[src/rtl/pc_pkg.sv]
// pc_pkg: state encoding and default addresses shared by the program-counter unit
package pc_pkg;
    typedef enum logic [1:0] {PC_HALT = 2'd0, PC_RUN = 2'd1, PC_STEP = 2'd2} pc_state_e;
    localparam int BP_EN_BIT = 0;
    localparam logic [31:0] DEF_RESET_VEC = 32'h0000_0000;
    localparam logic [31:0] DEF_WRAP_ADDR = 32'h0000_0048;
endpackage

[src/rtl/pc_ctrl_if.sv]
// pc_ctrl_if: core-side and debug-side signals of the program-counter unit
interface pc_ctrl_if #(parameter int XLEN = 32, parameter int NUM_BP = 2);
    localparam int IW = NUM_BP > 1 ? $clog2(NUM_BP) : 1;
    logic            run_i;
    logic            step_i;
    logic            stall_i;
    logic            wrap_en_i;
    logic [XLEN-1:0] npc_i;
    logic            bp_we_i;
    logic [IW-1:0]   bp_idx_i;
    logic [XLEN-1:0] bp_addr_i;
    logic [XLEN-1:0] pc_o;
    logic [1:0]      state_o;
    logic            bp_hit_o;
    logic [2:0]      bp_hit_idx_o;
    logic [31:0]     retire_cnt_o;
    modport master (output run_i, step_i, stall_i, wrap_en_i, npc_i, bp_we_i, bp_idx_i, bp_addr_i,
                    input pc_o, state_o, bp_hit_o, bp_hit_idx_o, retire_cnt_o);
    modport slave  (input run_i, step_i, stall_i, wrap_en_i, npc_i, bp_we_i, bp_idx_i, bp_addr_i,
                    output pc_o, state_o, bp_hit_o, bp_hit_idx_o, retire_cnt_o);
endinterface

[src/rtl/pc_bp_match.sv]
// pc_bp_match: breakpoint register bank with lowest-index-wins comparator
module pc_bp_match import pc_pkg::*; #(
    parameter int XLEN   = 32,
    parameter int NUM_BP = 2,
    parameter int IW     = 1
) (
    input  logic            clk,
    input  logic            rstn,
    input  logic            we_i,
    input  logic [IW-1:0]   idx_i,
    input  logic [XLEN-1:0] addr_i,
    input  logic [XLEN-1:0] nv_i,
    output logic            hit_o,
    output logic [2:0]      idx_o
);
    logic [XLEN-1:0] bp_q [NUM_BP];

    for (genvar i = 0; i < NUM_BP; i++) begin : g_bp
        always_ff @(posedge clk or negedge rstn)
            if (!rstn) bp_q[i] <= '0;
            else if (we_i && idx_i == IW'(i)) bp_q[i] <= addr_i;
    end

    // Descending scan so the lowest matching index is the one left standing
    always_comb begin
        hit_o = 1'b0;
        idx_o = 3'd0;
        for (int k = NUM_BP - 1; k >= 0; k--)
            if (bp_q[k][BP_EN_BIT] && ((bp_q[k] ^ nv_i) & ~XLEN'(3)) == '0) begin
                hit_o = 1'b1;
                idx_o = 3'(k);
            end
    end
endmodule

[src/rtl/pc_ctrl.sv]
// pc_ctrl: program counter with RUN/HALT/STEP control, wrap redirect and breakpoints.
// Define PC_RETIRE_CNT_EN to build the retire counter behind retire_cnt_o.
module pc_ctrl import pc_pkg::*; #(
    parameter int              XLEN      = 32,
    parameter logic [XLEN-1:0] RESET_VEC = XLEN'(DEF_RESET_VEC),
    parameter logic [XLEN-1:0] WRAP_ADDR = XLEN'(DEF_WRAP_ADDR),
    parameter int              NUM_BP    = 2,
    parameter bit              START_RUN = 1'b1
) (
    input logic       clk,
    input logic       rstn,
    pc_ctrl_if.slave  bus
);
    localparam int IW = NUM_BP > 1 ? $clog2(NUM_BP) : 1;

    pc_state_e       state_q, state_d;
    logic [XLEN-1:0] pc_q, pc_d, sel, nv;
    logic [1:0]      run_s_q, step_s_q;
    logic            run_p_q, step_p_q, run_rise, step_rise, adv, hit;
    logic            bp_hit_q, bp_hit_d;
    logic [2:0]      hit_idx, bp_idx_q, bp_idx_d;

    assign run_rise  = run_s_q[1] & ~run_p_q;
    assign step_rise = step_s_q[1] & ~step_p_q;
    assign sel       = (bus.wrap_en_i && bus.npc_i == WRAP_ADDR) ? RESET_VEC : bus.npc_i;
    assign nv        = sel & ~XLEN'(3);

    pc_bp_match #(.XLEN(XLEN), .NUM_BP(NUM_BP), .IW(IW)) u_bp (
        .clk    (clk),
        .rstn   (rstn),
        .we_i   (bus.bp_we_i),
        .idx_i  (bus.bp_idx_i),
        .addr_i (bus.bp_addr_i),
        .nv_i   (nv),
        .hit_o  (hit),
        .idx_o  (hit_idx)
    );

    always_ff @(posedge clk or negedge rstn)
        if (!rstn) state_q <= START_RUN ? PC_RUN : PC_HALT;
        else state_q <= state_d;

    // Run edge is checked before step edge so a simultaneous request resumes
    always_comb begin
        state_d = (state_q == PC_RUN)  ? ((!run_s_q[1] || (adv && hit)) ? PC_HALT : PC_RUN) :
                  (state_q == PC_STEP) ? (adv ? PC_HALT : PC_STEP) :
                  run_rise ? PC_RUN : step_rise ? PC_STEP : PC_HALT;
    end

    always_comb begin
        adv      = (state_q == PC_RUN || state_q == PC_STEP) && !bus.stall_i;
        pc_d     = adv ? nv : pc_q;
        bp_hit_d = (state_q == PC_RUN && adv && hit) ? 1'b1 :
                   (state_q == PC_HALT && state_d != PC_HALT) ? 1'b0 : bp_hit_q;
        bp_idx_d = (state_q == PC_RUN && adv && hit) ? hit_idx : bp_idx_q;
    end

    always_ff @(posedge clk or negedge rstn)
        if (!rstn) begin
            pc_q     <= RESET_VEC & ~XLEN'(3);
            run_s_q  <= 2'b00;
            step_s_q <= 2'b00;
            run_p_q  <= 1'b0;
            step_p_q <= 1'b0;
            bp_hit_q <= 1'b0;
            bp_idx_q <= 3'd0;
        end else begin
            pc_q     <= pc_d;
            run_s_q  <= {run_s_q[0], bus.run_i};
            step_s_q <= {step_s_q[0], bus.step_i};
            run_p_q  <= run_s_q[1];
            step_p_q <= step_s_q[1];
            bp_hit_q <= bp_hit_d;
            bp_idx_q <= bp_idx_d;
        end

`ifdef PC_RETIRE_CNT_EN
    logic [31:0] cnt_q;
    always_ff @(posedge clk or negedge rstn)
        if (!rstn) cnt_q <= 32'd0;
        else cnt_q <= cnt_q + {31'd0, adv};
    assign bus.retire_cnt_o = cnt_q;
`else
    assign bus.retire_cnt_o = 32'd0;
`endif

    assign bus.pc_o         = pc_q;
    assign bus.state_o      = state_q;
    assign bus.bp_hit_o     = bp_hit_q;
    assign bus.bp_hit_idx_o = bp_idx_q;
endmodule

[src/flat_wrapper.sv]
// flat-port wrapper written by rule: the top's interface ports become plain ports
module pc_ctrl_flat import pc_pkg::*;
#(
    parameter int              XLEN      = 32,
    parameter logic [XLEN-1:0] RESET_VEC = XLEN'(DEF_RESET_VEC),
    parameter logic [XLEN-1:0] WRAP_ADDR = XLEN'(DEF_WRAP_ADDR),
    parameter int              NUM_BP    = 2,
    parameter bit              START_RUN = 1'b1
)
  (clk, rstn, bus_run_i, bus_step_i, bus_stall_i, bus_wrap_en_i, bus_npc_i, bus_bp_we_i, bus_bp_idx_i, bus_bp_addr_i, bus_pc_o, bus_state_o, bus_bp_hit_o, bus_bp_hit_idx_o, bus_retire_cnt_o);
  pc_ctrl_if #(.XLEN(XLEN), .NUM_BP(NUM_BP)) bus_i ();
  input logic clk;
  input logic rstn;
  input wire logic [$bits(bus_i.run_i)-1:0] bus_run_i;
  input wire logic [$bits(bus_i.step_i)-1:0] bus_step_i;
  input wire logic [$bits(bus_i.stall_i)-1:0] bus_stall_i;
  input wire logic [$bits(bus_i.wrap_en_i)-1:0] bus_wrap_en_i;
  input wire logic [$bits(bus_i.npc_i)-1:0] bus_npc_i;
  input wire logic [$bits(bus_i.bp_we_i)-1:0] bus_bp_we_i;
  input wire logic [$bits(bus_i.bp_idx_i)-1:0] bus_bp_idx_i;
  input wire logic [$bits(bus_i.bp_addr_i)-1:0] bus_bp_addr_i;
  output wire logic [$bits(bus_i.pc_o)-1:0] bus_pc_o;
  output wire logic [$bits(bus_i.state_o)-1:0] bus_state_o;
  output wire logic [$bits(bus_i.bp_hit_o)-1:0] bus_bp_hit_o;
  output wire logic [$bits(bus_i.bp_hit_idx_o)-1:0] bus_bp_hit_idx_o;
  output wire logic [$bits(bus_i.retire_cnt_o)-1:0] bus_retire_cnt_o;
  assign bus_i.run_i = bus_run_i;
  assign bus_i.step_i = bus_step_i;
  assign bus_i.stall_i = bus_stall_i;
  assign bus_i.wrap_en_i = bus_wrap_en_i;
  assign bus_i.npc_i = bus_npc_i;
  assign bus_i.bp_we_i = bus_bp_we_i;
  assign bus_i.bp_idx_i = bus_bp_idx_i;
  assign bus_i.bp_addr_i = bus_bp_addr_i;
  assign bus_pc_o = bus_i.pc_o;
  assign bus_state_o = bus_i.state_o;
  assign bus_bp_hit_o = bus_i.bp_hit_o;
  assign bus_bp_hit_idx_o = bus_i.bp_hit_idx_o;
  assign bus_retire_cnt_o = bus_i.retire_cnt_o;
  pc_ctrl #(.XLEN(XLEN), .RESET_VEC(RESET_VEC), .WRAP_ADDR(WRAP_ADDR), .NUM_BP(NUM_BP), .START_RUN(START_RUN)) u_core (.clk(clk), .rstn(rstn), .bus(bus_i));
endmodule
[config.mk]
export PLATFORM = sky130hd
export DESIGN_NAME = pc_ctrl_flat
export DESIGN_NICKNAME = d
export VERILOG_FILES = /design/src/rtl/pc_pkg.sv /design/src/rtl/pc_ctrl_if.sv /design/src/rtl/pc_bp_match.sv /design/src/rtl/pc_ctrl.sv /design/src/flat_wrapper.sv
export SDC_FILE = /design/constraint.sdc
export NUM_CORES = 1
export LEC_CHECK = 0
export ABC_AREA = 1
export CAP_MARGIN = 15
export CORE_AREA = 3 3 142 89
export CTS_BUF_LIST = sky130_fd_sc_hd__clkbuf_4 sky130_fd_sc_hd__clkbuf_8 sky130_fd_sc_hd__clkbuf_16
export DETAILED_ROUTE_END_ITERATION = 8
export DIE_AREA = 0 0 145 92
export PLACE_DENSITY = 0.8
export SYNTH_ARGS = -nofsm -noshare
export SYNTH_HDL_FRONTEND = slang
export SYNTH_HIERARCHICAL = 1
export SYNTH_SLANG_ARGS = --single-unit
[constraint.sdc]
create_clock -name clk -period 2.2 [get_ports clk]
set_input_delay 0.44 -clock clk [delete_from_list [all_inputs] [get_ports clk]]
set_output_delay 0.44 -clock clk [all_outputs]
set_load 0.01 [all_outputs]
==> results.json <==
{
  "path_clk_slew_ns": 0.06,
  "r2r-start": "u_core/u_bp/bp_q[39]$_DFFE_PN0P_",
  "dr.pass1.iters": 6,
  "r2r_setup_slack_ns": 0.34,
  "dpl-instance-area_um2": 7150,
  "dp_hpwl_um": 11300,
  "maxCapViolations": 0,
  "comb_power_share_pct": 32.7,
  "routed_wl_um": 17000,
  "clk_latency_ns": 0.35,
  "n_fill_cell": 880,
  "final_area_um2": 7930,
  "grtUsageTotal_pct": 25.0,
  "powerDensity_nw_per_um2": 803,
  "critPathCapture": "u_core/bus.bp_hit_o$_DFFE_PN0P_",
  "total_power_w": 0.00637,
  "root_buffer": "clkbuf_16",
  "nets": 1080,
  "required_ns": 2.49,
  "grt_overflow_total": 0,
  "cts_tree": "done",
  "yosys.area.top_type_share_pct": 45.2,
  "fp.coreArea_um2": 11300,
  "setup_slack_ns": -0.0901,
  "fin_crit_ns": 2.29,
  "final_layout_size_suffix_gt1_share_pct": 22.5,
  "fp.dieArea_um2": 13300,
  "io-pin-count": 142,
  "skew_ns": 0.00942,
  "leakagePower_nw": 4.40,
  "synth.area.top_cells": "dfrtp_1 (45%), nand2_1 (19%), inv_1 (9.0%)",
  "place_ws_ns": -0.750,
  "p_switching_w": 0.00205,
  "reg2reg_to": "u_core/bus.bp_hit_o$_DFFE_PN0P_",
  "finalWeightedCongestion": 0.927,
  "vias": 5618,
  "yosysWarningCount": 6,
  "cts.sinks": 104,
  "grt_max_degree": 63,
  "cp-start-kind": "input port",
  "first_global_vias": 5084,
  "worstPathMaxFanout": 3,
  "hold_slack_ns": 0.0388,
  "ir_worst_vdd_uv": 398,
  "rsz0062_at_grt": "true",
  "seq_power_share_pct": 41.2,
  "diodes": 0,
  "first_iter_violations": 525,
  "rows": 30,
  "violations": "negative setup slack",
  "synth_area_per_cell_um2": 6.99,
  "die_w_um": 145,
  "antenna_found_initial": 0,
  "end_kind": "flip-flop",
  "ys_types": 24,
  "swShare_pct": 32.2,
  "start_util_pct": 50.5,
  "via_per_inst": 4.80,
  "ant_nets": 0,
  "fmax_mhz": 437,
  "ys_ff_latch": 104,
  "wl_per_cell_um": 14.5,
  "hold_viol_final": 0,
  "h-tree-depth": 3,
  "criticalPathCategory": "in2reg",
  "die_h_um": 92,
  "clock_path_buffers": 2,
  "numPortBuffers": 106,
  "netlist_area_um2": 5700,
  "numCtsBuffers": 9,
  "yosysSeqAreaShare_pct": 45.7,
  "netlist_instances": 816,
  "finalCritPeriodShare_pct": 104,
  "yosysTopAreaCell": "dfrtp_1",
  "r2r_cells": 18,
  "syn_to_final_growth_pct": 39.1,
  "drc": 0,
  "grt_pass1_wl_um": 26300,
  "maxSlewViolCount": 0,
  "worst_ep_arrival_time_ns": 2.58,
  "ctsHoldBuffers": 0,
  "intPower_w": 0.00432,
  "hold_path_class": "in2async",
  "setup.worst_path.start": "bus_npc_i[30]",
  "status": "finished, violations left",
  "setup_viol": 5,
  "clkPwrFrac_pct": 26.0
}
==> stage by stage <==
stage | utilization (%) | cells | TNS, ns
6_report | 70.2 | 1170 | -0.338
5_1_grt | 70.2 | 1170 | -1.05
3_5_place_dp | 63.3 | 1095 | -3.51
4_1_cts | 69.5 | 1164 | 0
3_3_place_gp | 63.3 | 1095 | -3.20
2_1_floorplan | - | 850 | 0
==> state kept, by name (all words and copies together), names as in the netlist <==
signal / count
u_core/step_p_q: 1
u_core/bus.bp_hit_idx_o: 3
u_core/u_bp/bp_q: 62
u_core/run_s_q: 2
u_core/bus.state_o: 2
u_core/bus.pc_o: 30
u_core/run_p_q: 1
u_core/step_s_q: 2
u_core/bus.bp_hit_o: 1
==> synthesized netlist by cell type <==
cell / count
mux2_4: 3
xnor2_1: 9
xor2_1: 1
inv_2: 20
o21ai_1: 20
clkinv_1: 3
o21ai_0: 63
a21boi_1: 1
clkbuf_1: 34
dfrtp_1: 103
nor2_1: 48
nand4_1: 7
nand3b_1: 1
nor2_2: 5
nand2_2: 3
conb_1: 2
buf_2: 12
nand3_1: 8
nand2_1: 296
dfstp_2: 1
nor2_4: 1
ha_1: 3
buf_4: 36
inv_1: 136
==> layout make-up <==
| cell class | count | area [um^2] | area share [%] |
|---|---|---|---|
| sequential | 104 | 2600 | 32.8 |
| multi-input combinational | 505 | 2270 | 28.6 |
| clock buffer | 12 | 254 | 3.20 |
| timing repair buffer | 226 | 1940 | 24.5 |
| inverter | 159 | 607 | 7.65 |
| clock inverter | 4 | 53.8 | 0.678 |
| tap | 160 | 200 | 2.52 |
==> power groups by stage <==
stage | Clock, W | Combinational (W) | Sequential (W)
2_1_floorplan | 0 | 0.000871 | 0.00272
3_3_place_gp | 0 | 0.00193 | 0.00263
3_5_place_dp | 0 | 0.00196 | 0.00265
4_1_cts | 0.00167 | 0.00202 | 0.00261
5_1_grt | 0.00175 | 0.00229 | 0.00268
6_report | 0.00166 | 0.00209 | 0.00263
==> worst min-delay path by stage <==
| stage | start | to | slack, ns | cells past startpoint |
|---|---|---|---|---|
| after CTS | rstn | u_core/bus.pc_o[4]$_DFFE_PN0P_ | 0.05 | 1 |
| after global routing | rstn | u_core/bus.pc_o[4]$_DFFE_PN0P_ | 0.07 | 1 |
| after global placement | u_core/step_s_q[0]$_DFF_PN0_ | u_core/step_s_q[1]$_DFF_PN0_ | 0.33 | 0 |
| after detailed placement | u_core/run_s_q[0]$_DFF_PN0_ | u_core/run_s_q[1]$_DFF_PN0_ | 0.34 | 0 |
| after floorplan | rstn | u_core/bus.bp_hit_idx_o[0]$_DFFE_PN0P_ | 0.14 | 0 |
| final | rstn | u_core/bus.pc_o[4]$_DFFE_PN0P_ | 0.04 | 1 |
==> cells by family (layout without fill, tap and decap cells) <==
group	after synthesis	count (layout)	synth area share, %
XOR/XNOR	10	10	1.54
buffers and inverters	241	401	18.5
AO/OA/AOI/OAI	84	84	7.42
flip-flops	104	104	45.7
multiplexers	3	3	0.790
other	2	36	0.132
adder cells (fa/ha/maj)	3	3	0.658
AND/OR/NAND/NOR	369	369	25.3
==> cells in the final DEF (no fill, tap or decap), types with 19 or more instances in the layout <==
master	Yosys	final
buf_4	36	115
clkdlybuf4s50_1	0	72
conb_1	2	36
dfrtp_1	103	103
inv_1	136	122
inv_2	20	31
nand2_1	296	289
nor2_1	48	37
o21ai_0	63	63
o21ai_1	20	19
==> critical path, stage by stage <==
cell	delay, ns
dlygate4sd2_1	0.26
nor2_2	0.15
nand2_1	0.08
nor2_2	0.16
nand2_2	0.10
nor2_4	0.17
nor2_4	0.07
nand2_1	0.06
nand2_1	0.06
inv_2	0.05
nand2_2	0.05
nor2_2	0.11
nand2_1	0.08
nor2_1	0.11
nand2_1	0.09
nand2_2	0.10
nand2_1	0.06
nand2_1	0.08
nand2_2	0.07
inv_2	0.05
nand2_1	0.05
nand2_1	0.05
nand2_1	0.05
nand2_1	0.05
==> layer usage <==
metal	track usage, %	up-vias	part of all wire (%)
met5	0	-	0
li1	-	2692	-
met2	35.9	323	42
met1	36.2	2546	43
met4	8.14	0	3.5
met3	7.65	57	11
==> repair_timing <==
action / 4_1_cts / 5_1_grt
endpoints found under the setup margin: 5 / 8
pin swaps: 30 / 33
gates resized for setup: 103 / 48
buffers inserted: 53 / 7
(Power assumes the default switching activity.)
